$ cat src/rtl/pixel_packer.sv
// Gathers NUM_PIXELS serial pixels into one wide word (pixel 0 in LSBs) for memory write-back.
// Latency: value_valid rises on the second clock edge after the word-completing pixel is accepted.
// Backpressure: pixel_ready drops only when a word is complete and the output register is still unacked.
module pixel_packer #(
    parameter int NUM_PIXELS      = 16,
    parameter int PIXEL_WIDTH     = 16,
    parameter int VALUE_OUT_WIDTH = NUM_PIXELS * PIXEL_WIDTH,
    localparam int COUNT_WIDTH    = $clog2(NUM_PIXELS) + 1
) (
    input  logic                       clk,
    input  logic                       reset_n,
    input  logic [PIXEL_WIDTH-1:0]     pixel_in,
    input  logic                       pixel_valid,
    output logic                       pixel_ready,
    input  logic                       flush,
    output logic [VALUE_OUT_WIDTH-1:0] value_out,
    output logic [COUNT_WIDTH-1:0]     value_count,
    output logic                       value_valid,
    input  logic                       value_ack
);

    logic [COUNT_WIDTH-1:0]     fill_count;
    logic [COUNT_WIDTH-1:0]     fill_next;
    logic [VALUE_OUT_WIDTH-1:0] assembly;
    logic [VALUE_OUT_WIDTH-1:0] assembly_next;
    logic                       flush_pend;
    logic                       flush_pend_next;
    logic                       word_done;
    logic                       out_free;
    logic                       handoff;
    logic                       accept;

    assign word_done   = (fill_count == COUNT_WIDTH'(NUM_PIXELS)) |
                         (flush_pend & (fill_count != '0));
    assign out_free    = ~value_valid | value_ack;
    assign handoff     = word_done & out_free;
    assign pixel_ready = ~word_done | out_free;
    assign accept      = pixel_valid & pixel_ready;

    // A pixel accepted in the handoff cycle starts the fresh word in lane 0.
    always_comb begin
        fill_next       = fill_count;
        assembly_next   = assembly;
        flush_pend_next = flush_pend;
        if (handoff) begin
            fill_next       = '0;
            assembly_next   = '0;
            flush_pend_next = 1'b0;
        end
        if (accept) begin
            for (int i = 0; i < NUM_PIXELS; i++) begin
                if (fill_next == COUNT_WIDTH'(i))
                    assembly_next[i*PIXEL_WIDTH +: PIXEL_WIDTH] = pixel_in;
            end
            fill_next = fill_next + COUNT_WIDTH'(1);
        end
        if (flush && (fill_next != '0))
            flush_pend_next = 1'b1;
    end

    always_ff @(posedge clk or negedge reset_n) begin
        if (!reset_n) begin
            fill_count  <= '0;
            assembly    <= '0;
            flush_pend  <= 1'b0;
            value_out   <= '0;
            value_count <= '0;
            value_valid <= 1'b0;
        end else begin
            fill_count <= fill_next;
            assembly   <= assembly_next;
            flush_pend <= flush_pend_next;
            if (handoff) begin
                value_out   <= assembly;
                value_count <= fill_count;
                value_valid <= 1'b1;
            end else if (value_valid && value_ack) begin
                value_valid <= 1'b0;
            end
        end
    end

endmodule
$ cat config.mk
export PLATFORM = sky130hd
export DESIGN_NAME = pixel_packer
export DESIGN_NICKNAME = d
export VERILOG_FILES = /design/src/rtl/pixel_packer.sv
export SDC_FILE = /design/constraint.sdc
export NUM_CORES = 1
export LEC_CHECK = 0
export CORE_MARGIN = 1
export CORE_UTILIZATION = 30
export DETAILED_ROUTE_END_ITERATION = 16
export PLACE_DENSITY_LB_ADDON = 0.1
export SETUP_SLACK_MARGIN = 0.02
export SYNTH_ARGS = -nofsm -noshare
export SYNTH_HDL_FRONTEND = slang
export SYNTH_SLANG_ARGS = --single-unit
$ cat constraint.sdc
create_clock -name clk -period 3.4 [get_ports clk]
set_clock_uncertainty 0.2 [all_clocks]
set_input_delay 0.51 -clock clk [delete_from_list [all_inputs] [get_ports clk]]
set_output_delay 0.51 -clock clk [all_outputs]
set_load 0.02 [all_outputs]
==> results of run 1 <==
registers in the layout, summed over array words and instances, names as in the netlist:
register     flops
value_out      256
value_valid      1
flush_pend       1
assembly       256
fill_count       5
value_count      5
final timing paths:
path | from | endpoint | slack [ps]
worst max-delay path | fill_count[0]$_DFF_PN0_ | value_out[29]$_DFFE_PN0P_ | 350
worst min-delay path | reset_n | assembly[36]$_DFF_PN0_ | 210
worst max register to register | fill_count[0]$_DFF_PN0_ | value_out[29]$_DFFE_PN0P_ | 350
worst min register to register | assembly[6]$_DFF_PN0_ | assembly[6]$_DFF_PN0_ | 290
max in group asynchronous | reset_n | assembly[221]$_DFF_PN0_ | 1810
min in group clk | assembly[6]$_DFF_PN0_ | assembly[6]$_DFF_PN0_ | 290
critical path, delay by kind of cell, from the launching register on:
kind	cells	cell delay, ps
muxes	2	820
and+or+nand+nor	2	530
DFF	1	480
buffers and inverters	4	870
power groups by stage:
stage / combinational [mW] / clock (mW) / sequential (mW)
final: 6.21 / 6.21 / 7.50
after floorplan: 3.67 / 0 / 7.89
after global placement: 6.21 / 0 / 7.62
after CTS: 6.30 / 6.41 / 7.51
after global routing: 6.60 / 6.65 / 7.60
after detailed placement: 6.25 / 0 / 7.59
routing by layer:
layer	track usage, %	up-vias	wire (um)
li1	-	5413	-
met1	25.7	6403	29500
met2	27.1	290	27900
met3	4.08	73	3080
met4	4.43	0	1230
met5	0	-	0
logic make-up (layout without fill, tap and decap cells):
logic type      Yosys count  count (layout)  share of synthesized area [%]
xor+xnor                  1               1                         0.0428
simple gates             90              90                           2.64
compound gates          288             288                           11.4
mux                     277             277                           18.4
buf+inv                 124             481                           3.42
fa+ha+maj                 1               1                         0.0611
flops                   524             524                           64.0
synthesized netlist by cell type, types with 3 or more instances:
library cell	number
a31oi_1	4
mux2_2	82
inv_1	20
buf_2	38
o21ai_0	23
nor3_4	5
nor3_2	3
clkbuf_1	40
mux2_4	178
mux2i_1	17
nor2_1	3
dfrtp_1	524
buf_6	25
a21oi_1	4
nor4_4	3
nand2_1	54
o22ai_1	48
a21oi_2	9
or3_1	3
a22o_1	193
nand3_1	5
nand2b_1	3
stage by stage:
step	area (um^2)	worst slack (ps)	total power, mW
final	26500	346	19.9
after global placement	24500	273	13.8
after detailed placement	24500	228	13.8
after global routing	26500	211	20.9
after floorplan	20500	292	11.6
after CTS	26500	107	20.2
final cells by class:
cell class	instances	area share [%]
Timing Repair Buffer	354	13.5
Tap cell	873	4.13
Clock inverter	16	0.539
Clock buffer	90	6.62
Multi-Input combinational cell	657	25.4
Sequential cell	524	49.5
Inverter	21	0.298
timing repair:
action	4_1_cts	5_1_grt
pin swaps	1	1
setup buffers	2	1
hold buffers	1	0
endpoints found under the setup margin	1	1
endpoints found under the hold margin	93	0
gates resized for setup	2	2
==> flow_summary.ini, run 1 <==
[worst_setup_path]
path_cells = nor4_4, buf_4, buf_4, mux2_4, nand2_8, buf_12, buf_12, mux2_2
reg2reg_depth = 8
cp_max_fo = 42
crit_path_start_kind = flip-flop
worstPathArrival_ps = 3330
crit_type = reg2reg
cp_slowest_cell = dfrtp_2
cp.required_ps = 3680
cp-end-kind = flip-flop
cpPeakStageDelay_ps = 480

[hold_path]
hp-class = in2async

[placement]
dp.cells = 2425
port_buffers = 283
finalWeightedCongestion = 0.760
dp_hpwl_mm = 39.7

[sta]
hold_slack_ps = 209
layout_min_cycle_time_ps = 3050
finalSetupTns_ps = 0
worst_slew_pin_slew_ps = 1080
period_share_pct = 89.8
hold_viol = 0
relSlewSlack_pct = 27.7
setup_violations = 0
rsz0062_at_grt = no
fmax_mhz = 327
drv_slew = 0

[run]
max_cap_violations = 0

[routing]
vias = 12200
wire_per_inst_um = 24.3
wl_mm = 61.7
drt_iter0_drc = 839
drc = 0
drtAntennaViolNets = 0
first_pass_iters = 5
viasPerCell = 4.80

[layout]
post_route_cells_drive_above_1_share_pct = 27.6
areaGrowthSynthToFinish_pct = 29.3
final_common_cell = dfrtp_1
multi_input_area_um2 = 6710
layout_common_cells = dfrtp_1 (522), clkdlybuf4s50_1 (281), a22o_1 (193)
final_util_pct = 39.3
fillers = 6171
nNetsFinal = 1637
diodes = 0
seqCellArea_um2 = 13100
fin_cells = 2535

[clock_network]
clkTransAtPathRegs_ps = 60
cts_tree = yes
clk-insertion-delay-late_ps = 620
numCtsBuffers = 57
clock_sinks = 524
clock_path_buffers = 3
cts-root-buf = clkbuf_16
h-tree-depth = 2

[synthesis]
synth_cells = 1305
synth_area_leaders = dfrtp_1 (64%), mux2_4 (13%), a22o_1 (8.3%)
synth-seq-cells = 524
synth_area_um2 = 20500
syn_nets = 1327
yosys_most_used_dff = dfrtp_1
yosys_warnings = 0
synth_edf_count = 0
async_reset_ff_share_pct = 100
yosys.area.top_type = dfrtp_1
synthDistinctLibCells = 42
synth-seq-area-share_pct = 64.0
syn_avg_cell_area_um2 = 15.7
synth.top_cell.area_share_pct = 64.0

[outcome]
status = finished, final reports clean

[grt]
grt_overflow = 0
grt_pass1_vias = 12900
antenna_found_initial = 2
grt_max_degree = 109
gr-usage-all-layers_pct = 17.9
grt_pass1_wl_mm = 92.3

[pwr]
internal_power_mw = 13.2
leakagePower_nw = 12.6
sw_frac_of_total_pct = 33.8
comb_power_share_pct = 31.2
pwr-share-seq_pct = 37.7
power_density_nw_per_um2 = 752
clock_power_share_pct = 31.2
power.switching_mw = 6.72
ir_drop_v = 0.000405

[floorplan]
die-width_um = 263
core-area_um2 = 67400
start_util_pct = 30.4
die_area_um2 = 69300
chipHeight_um = 263
num_io_pins = 284
rows = 95
(Power assumes the default switching activity.)
==> inputs of run 2 (changes only) <==
CORE_UTILIZATION = 55   (was 30)
==> flow_summary.ini, run 2 (synthesized netlist as in run 1, its figures left out) <==
[worst_setup_path]
worst-r2r-setup-slack_ps = 520
r2r-start = fill_count[3]$_DFF_PN0_
cp-end-kind = output port
critical_path.endpoint = pixel_ready
critPathLaunch = fill_count[3]$_DFF_PN0_
rr_endpoint = value_out[120]$_DFFE_PN0P_
crit_path_start_kind = flip-flop
reg2reg_depth = 7
cp.required_ps = 2690
crit_type = reg2out
cp_max_fo = 5
worstPathArrival_ps = 2530

[clock_network]
cts-root-buf = clkbuf_16
clock_path_buffers = 3
h-tree-depth = 2
clk-insertion-delay-late_ps = 560
numCtsBuffers = 52
clkTransAtPathRegs_ps = 60
cts_tree = yes
clock_sinks = 524

[pwr]
ir_drop_v = 0.000584
leakagePower_nw = 12.4
power_density_nw_per_um2 = 736

[placement]
dp_hpwl_mm = 32.3
finalWeightedCongestion = 0.806
port_buffers = 283
place_ws_ps = 411

[layout]
post_route_cells_drive_above_1_share_pct = 26.3
nNetsFinal = 1627
areaGrowthSynthToFinish_pct = 24.6
reg.largest.list = assembly (256), value_out (256)
final_util_pct = 69.7
fillers = 2549
final_common_cell = dfrtp_1
layout_common_cells = dfrtp_1 (524), clkdlybuf4s50_1 (282), a22o_1 (193)

[sta]
finalSetupTns_ps = 0
layout_min_cycle_time_ps = 3240
setup_violations = 0
worst_slew_pin_slew_ps = 952
period_share_pct = 95.4
hold_viol = 0
relSlewSlack_pct = 36.5
drv_slew = 0
hold_slack_ps = 297
rsz0062_at_grt = no
fin_ws_ps = 155
fmax_mhz = 308

[routing]
wl_mm = 50.9
viasPerCell = 5.82
drc = 0
first_pass_iters = 4
drtAntennaViolNets = 0
vias = 12300
drt_iter0_drc = 877
wire_per_inst_um = 24.1

[grt]
grt_pass1_wl_mm = 79.0
antenna_found_initial = 0
gr-usage-all-layers_pct = 27.5
grt_max_degree = 97
grt_pass1_vias = 12500
grt_overflow = 0

[run]
max_cap_violations = 0

[floorplan]
die-width_um = 195
num_io_pins = 284
start_util_pct = 55.9
chipHeight_um = 195
core-area_um2 = 36600
die_area_um2 = 38000
rows = 70

[hold_path]
hp-class = in2async

[outcome]
status = finished, final reports clean
[run 2: cell types whose count changed in the layout (fill, tap and decap cells not counted), moves of 2 or more]
cell | before | now
clkbuf_8 | 18 | 9
buf_12 | 16 | 9
clkbuf_16 | 58 | 53
clkinv_2 | 10 | 7
buf_4 | 54 | 56
clkinvlp_4 | 2 | 4
dfrtp_1 | 522 | 524
dfrtp_2 | 2 | 0
[run 2: per-layer routing]
| layer | GRT usage (%) | up-vias | share of wire [%] |
|---|---|---|---|
| li1 | - | 5376 | - |
| met1 | 41.6 | 6424 | 47 |
| met2 | 40.6 | 406 | 45 |
| met3 | 6.04 | 64 | 6.2 |
| met4 | 6.56 | 0 | 1.8 |
| met5 | 0 | - | 0 |
[run 2: metrics by stage]
stage | area (um^2) | power, mW | std cells
after floorplan | 20500 | 11.6 | 1305
after global placement | 23900 | 13.3 | 2017
after detailed placement | 23900 | 13.4 | 2017
after CTS | 25500 | 18.9 | 2106
after global routing | 25500 | 19.5 | 2106
final | 25500 | 18.8 | 2107
[run 2: timing repair]
action	4_1_cts	5_1_grt
gates resized for setup	1	0
setup endpoints to repair	1	0
hold endpoints to repair	61	0
setup buffers	1	0
hold buffers	1	0
[run 2: area by class of cell]
type                       instances  area (um^2)  area share (%)
multi-input combinational        657         6690            26.2
timing repair buffer             349         3450            13.5
inverter                          21         78.8           0.309
clock inverter                    12         95.1           0.373
sequential                       524        13100            51.4
clock buffer                      75         1500            5.88
tap                              468          586            2.30
antenna                            1         2.50         0.00981
[run 2: critical path, stage by stage (launching register included)]
cell	delay, ps
dfrtp_1	420
nor4_4	390
mux2i_4	410
nor2_1	100
inv_1	70
clkdlybuf4s50_1	590
[run 2: how the worst min path moves through the flow]
stage / from / end / slack (ps) / cells after the start
after floorplan: reset_n / assembly[0]$_DFF_PN0_ / 10 / 0
after global placement: assembly[77]$_DFF_PN0_ / assembly[77]$_DFF_PN0_ / 280 / 1
after detailed placement: assembly[56]$_DFF_PN0_ / assembly[56]$_DFF_PN0_ / 280 / 1
after CTS: assembly[76]$_DFF_PN0_ / assembly[76]$_DFF_PN0_ / 300 / 1
after global routing: assembly[76]$_DFF_PN0_ / assembly[76]$_DFF_PN0_ / 310 / 1
final: reset_n / value_out[214]$_DFFE_PN0P_ / 300 / 2
[run 2: power by group]
part	switching, mW	total (mW)	leakage (nW)	internal [mW]
Clock	2.32	5.43	0.775	3.11
Sequential	0.513	7.50	7.25	6.98
Combinational	3.35	5.85	4.35	2.50
Total	6.18	18.8	12.4	12.6
